--- src/rtl/auction_round_ctrl.sv ---
// auction_round_ctrl: opens a round on start, collects one bid per requester, scans for the max bid,
// and holds the winner on a valid/ready output. Define AUCTION_TIMEOUT_EN to bound COLLECT to TIMEOUT cycles.
module auction_round_ctrl #(
  parameter int bW      = 17,
  parameter int N       = 10,
  parameter int TIMEOUT = 64
) (
  input  logic          clk,
  input  logic          rst,
  input  logic          start,
  input  logic [N-1:0]  bid_valid,
  input  logic [bW-1:0] bids [0:N-1],
  output logic [N-1:0]  bid_ready,
  output logic          busy,
  output logic          win_valid,
  input  logic          win_ready,
  output logic [3:0]    win_idx,
  output logic [bW-1:0] win_bid,
  output logic          win_none
);

  localparam int KW = $clog2(N);

  typedef enum logic [1:0] {IDLE, COLLECT, RESOLVE, ANNOUNCE} state_t;

  state_t        state, state_nxt;
  logic [N-1:0]  got, got_nxt, xfer;
  logic [bW-1:0] bid_q [0:N-1];
  logic [KW-1:0] k;
  logic [bW-1:0] best_bid, best_bid_nxt;
  logic [3:0]    best_idx, best_idx_nxt;
  logic          found, found_nxt;
  logic          none_nxt;
`ifdef AUCTION_TIMEOUT_EN
  logic [15:0]   to_cnt;
`endif

  always_comb begin
    bid_ready    = (state == COLLECT) ? ~got : '0;
    busy         = (state != IDLE);
    xfer         = bid_valid & bid_ready;
    got_nxt      = got | xfer;
    best_bid_nxt = best_bid;
    best_idx_nxt = best_idx;
    found_nxt    = found;
    none_nxt     = 1'b0;
    state_nxt    = state;

    // Strict compare keeps the lowest index on ties.
    if (state == RESOLVE && got[k] && (!found || bid_q[k] > best_bid)) begin
      best_bid_nxt = bid_q[k];
      best_idx_nxt = 4'(k);
      found_nxt    = 1'b1;
    end

    case (state)
      IDLE:     if (start) state_nxt = COLLECT;
      COLLECT: begin
        if (&got_nxt) state_nxt = RESOLVE;
`ifdef AUCTION_TIMEOUT_EN
        else if (to_cnt == 16'(TIMEOUT - 1)) begin
          if (got_nxt == '0) begin
            state_nxt = ANNOUNCE;
            none_nxt  = 1'b1;
          end else begin
            state_nxt = RESOLVE;
          end
        end
`endif
      end
      RESOLVE:  if (k == KW'(N - 1)) state_nxt = ANNOUNCE;
      ANNOUNCE: if (win_ready) state_nxt = IDLE;
      default:  state_nxt = IDLE;
    endcase
  end

  always_ff @(posedge clk or posedge rst) begin
    if (rst) begin
      state     <= IDLE;
      got       <= '0;
      k         <= '0;
      best_bid  <= '0;
      best_idx  <= '0;
      found     <= 1'b0;
      win_valid <= 1'b0;
      win_idx   <= '0;
      win_bid   <= '0;
      win_none  <= 1'b0;
      for (int i = 0; i < N; i++) bid_q[i] <= '0;
`ifdef AUCTION_TIMEOUT_EN
      to_cnt    <= '0;
`endif
    end else begin
      state     <= state_nxt;
      win_valid <= (state_nxt == ANNOUNCE);

      case (state)
        IDLE: if (start) begin
          got      <= '0;
          k        <= '0;
          best_bid <= '0;
          best_idx <= '0;
          found    <= 1'b0;
`ifdef AUCTION_TIMEOUT_EN
          to_cnt   <= '0;
`endif
        end
        COLLECT: begin
          got <= got_nxt;
          for (int i = 0; i < N; i++)
            if (xfer[i]) bid_q[i] <= bids[i];
`ifdef AUCTION_TIMEOUT_EN
          to_cnt <= to_cnt + 16'd1;
`endif
        end
        RESOLVE: begin
          k        <= k + KW'(1);
          best_bid <= best_bid_nxt;
          best_idx <= best_idx_nxt;
          found    <= found_nxt;
        end
        default: ;
      endcase

      // Result registers load once on entry to ANNOUNCE, including the final scan step.
      if (state != ANNOUNCE && state_nxt == ANNOUNCE) begin
        win_idx  <= none_nxt ? 4'd0 : best_idx_nxt;
        win_bid  <= none_nxt ? '0 : best_bid_nxt;
        win_none <= none_nxt;
      end
    end
  end

endmodule

--- config.mk ---
export PLATFORM = sky130hd
export DESIGN_NAME = auction_round_ctrl
export DESIGN_NICKNAME = d
export VERILOG_FILES = /design/src/rtl/auction_round_ctrl.sv
export SDC_FILE = /design/constraint.sdc
export NUM_CORES = 1
export LEC_CHECK = 0
export CORE_MARGIN = 2
export CORE_UTILIZATION = 60
export DETAILED_ROUTE_END_ITERATION = 10
export DONT_BUFFER_PORTS = 1
export GPL_TIMING_DRIVEN = 0
export PLACE_DENSITY = 0.85
export RECOVER_POWER = 25
export SETUP_SLACK_MARGIN = 0.5
export SLEW_MARGIN = 20
export SYNTH_ARGS = -nofsm -noshare
export SYNTH_HDL_FRONTEND = slang
export SYNTH_SLANG_ARGS = --single-unit
--- constraint.sdc ---
create_clock -name clk -period 12.25 [get_ports clk]
set_input_delay 0.6125 -clock clk [delete_from_list [all_inputs] [get_ports clk]]
set_output_delay 0.6125 -clock clk [all_outputs]
set_load 0.02 [all_outputs]
==> impl_metrics.tcl <==
set metrics [dict create \
    antenna_found_initial 7 \
    route.detailed.drc 8 \
    die_area_um2 19600 \
    dieHeight_um 140 \
    status "finished with violations" \
    drive_gt1_share_pct 21.6 \
    max_slew_margin_pct -109 \
    grt_setup_unrepaired "no" \
    gr-usage-all-layers_pct 29.8 \
    nNetsFinal 1171 \
    period_minus_slack_ns 5.25 \
    synthToLayoutAreaGrowth_pct 10.5 \
    insertion_delay_ns 0.52 \
    cts_buffer_depth 3 \
    pre_cts_slack_ns 7.86 \
    p_sw_w 0.00143 \
    rows 49 \
    synth_area_um2 11100 \
    fmax_mhz 191 \
    power_w 0.00371 \
    cts_resized 0 \
    cts-htree-levels 1 \
    failed_checks "DRC, capacitance limit, slew limit" \
    synthSimpleGateAreaFrac_pct 5.58 \
    synthMuxAreaShare_pct 27.4 \
    maxSlewViolCount 126 \
    required_ns 12.18 \
    fin_tns_setup_ns 0 \
    cts_buffers 24 \
    worstSetupStartpointType "input port" \
    die_w_um 140 \
    gp_congestion 0.891 \
    vdd_drop_max_mv 0.185 \
    initialDrtViolationCount 480 \
    synth_seq_cells 230 \
    combPwrFrac_pct 42.4 \
    syn_inst 939 \
    grt_max_degree 108 \
    criticalPathCategory "in2async" \
    synth.avg_cell_area_um2 11.8 \
    p_leak_nw 5.09 \
    hpwl_um 21700 \
    skew_ns 0.00834 \
    cellPowerDensity_nw_per_um2 302 \
    viasPerCell 6.23 \
    power_frac_clock_pct 20.5 \
    end_kind "asynchronous set/reset pin" \
    cts_sinks 230 \
    ys_warn_count 0 \
    crit_fanout 64 \
    critPathArrivalTime_ns 5.18 \
    post_drt_wl_per_cell_um 23.6 \
    ioPinCount 218 \
    grt_pass1_vias 8028 \
    synth_top_family_by_area "multiplexers" \
    coreArea_um2 18100 \
    synth.net_count 1142 \
    port_buffers 0 \
    cap_viol_max_count 2 \
    ys_types 42 \
    path_cells "dlygate4sd3_1, clkinvlp_2, clkbuf_1" \
    fillers 1247 \
    layout_setup_ws_ns 7.00 \
    finalWirelength_um 28700 \
    max_slew.worst_pin.slew_ns 3.13 \
    synth-adder-area-share_pct 2.14 \
    ant_nets 0 \
    switching_share_pct 38.6 \
    cts-root-buf "clkbuf_16" \
    hold_path.class "in2reg" \
    grt_pass1_wl_um 45200 \
    vias 7585 \
    timing_hold_violations_final 0 \
    fin_crit_sh_pct 42.8 \
    initial_core_util_pct 61.4 \
    cts_tree "yes" \
    setup_viol_count_final 0 \
    seq_area_frac_synth_pct 51.8 \
    pwr-share-seq_pct 37.1 \
    critPathSlowestCell "clkbuf_1" \
    synth_compound_area_share_pct 8.70 \
    synth-xor-area-share_pct 0 \
    drt_pass1_iterations 8 \
    p_int_w 0.00228 \
    slowest_delay_ns 2.31 \
    grt.overflow.total 0 \
    clkSlewWorstSetupHoldPaths_ns 0.06 \
]
==> power groups by stage <==
stage	sequential (W)	clock, W	combinational (W)
floorplan	0.00131	0	0.00117
global placement	0.00136	0	0.00148
detailed placement	0.00138	0	0.00155
CTS	0.00137	0.000764	0.00156
global route	0.00142	0.000792	0.00170
finish	0.00138	0.000760	0.00157
==> critical path: cells and delay by family <==
family | cells | cell delay [ns]
buffers and inverters | 3 | 4.51
==> stage by stage <==
step,instances,area (um2),hold slack (ns),util (%)
finish,1217,12300,0.205,67.8
global route,1216,12300,0.205,67.8
CTS,1214,12300,0.194,68.0
detailed placement,1170,11400,0.475,63.3
global placement,1168,11400,0.467,63.0
floorplan,939,11100,0.457,-
==> flip-flops by register name (all words and copies together), names as in the netlist <==
name / count
k: 4
win_valid: 1
best_idx: 4
win_idx: 4
found: 1
best_bid: 17
bid_q: 170
state: 2
got: 10
win_bid: 17
==> worst paths after layout <==
| check | from | end | slack [ns] | depth (start not counted) |
|---|---|---|---|---|
| max | rst | win_bid[11] | 7.00 | 3 |
| min | win_ready | state[1] | 0.21 | 1 |
| max reg2reg | k[0] | win_idx[3] | 7.70 | 16 |
| min reg2reg | bid_q[4] | bid_q[4] | 0.48 | 1 |
| max in group clk | k[0] | win_idx[3] | 7.70 | 16 |
| min in group asynchronous | rst | bid_q[150] | 1.38 | 2 |
==> repair_timing <==
action	CTS	global route
hold endpoints to repair	7	0
hold buffers	1	0
buffers inserted	0	0
==> cell usage after synthesis, drive strengths merged <==
cell type	count	area, um2
buf	29	175
and2	10	62.6
o21ai	50	250
or2	3	18.8
nand2	34	128
a21boi	2	15.0
nor2b	2	12.5
a21o	2	15.0
clkinv	1	3.75
a2111o	1	11.3
inv	39	146
nor4	2	12.5
nand3	5	25.0
o22ai	55	344
dfrtp	230	5760
a22o	1	8.76
and3	1	6.26
or3	17	106
nor2	46	173
a31oi	18	113
clkbuf	39	146
a21oi	32	160
o31ai	1	7.51
conb	1	3.75
o22a	1	8.76
nor3	4	31.3
nand4	4	25.0
mux2i	112	1120
o21bai	2	15.0
nand2b	3	18.8
ha	19	238
o31a	2	17.5
mux2	171	1930
==> layout by cell type (no fill, tap or decap), types with 5 or more instances in the layout <==
| cell type | n |
|---|---|
| a21oi_1 | 32 |
| a31oi_1 | 18 |
| and2_1 | 10 |
| buf_2 | 20 |
| clkbuf_1 | 45 |
| clkbuf_16 | 25 |
| clkbuf_8 | 5 |
| dfrtp_1 | 230 |
| ha_1 | 19 |
| inv_1 | 37 |
| mux2_1 | 29 |
| mux2_2 | 142 |
| mux2i_1 | 112 |
| nand2_1 | 34 |
| nand3_1 | 5 |
| nor2_1 | 46 |
| o21ai_0 | 28 |
| o21ai_1 | 22 |
| o22ai_1 | 55 |
| or3_1 | 17 |
==> per-layer routing <==
metal	wire [um]	global-route usage (%)
met5	44	0
met4	1520	14.0
met3	2470	8.92
met2	13700	48.7
met1	11000	36.6
==> kinds of logic after synthesis <==
kind of cell / count (synthesis)
mux: 283
flops: 230
other cells: 1
buf+inv: 108
simple gates: 131
compound gates: 167
fa+ha+maj: 19
==> area by class of cell <==
cell class	instances	area (um2)	share of cell area, %
Sequential cell	230	5760	46.9
Multi-Input combinational cell	601	4870	39.7
Clock buffer	35	713	5.81
Buffer	68	322	2.62
Tap cell	229	287	2.34
Inverter	40	151	1.23
Clock inverter	8	118	0.959
Timing Repair Buffer	3	41.3	0.337
Antenna cell	3	7.51	0.0612
Note: power is estimated with default switching activity, not from simulation.
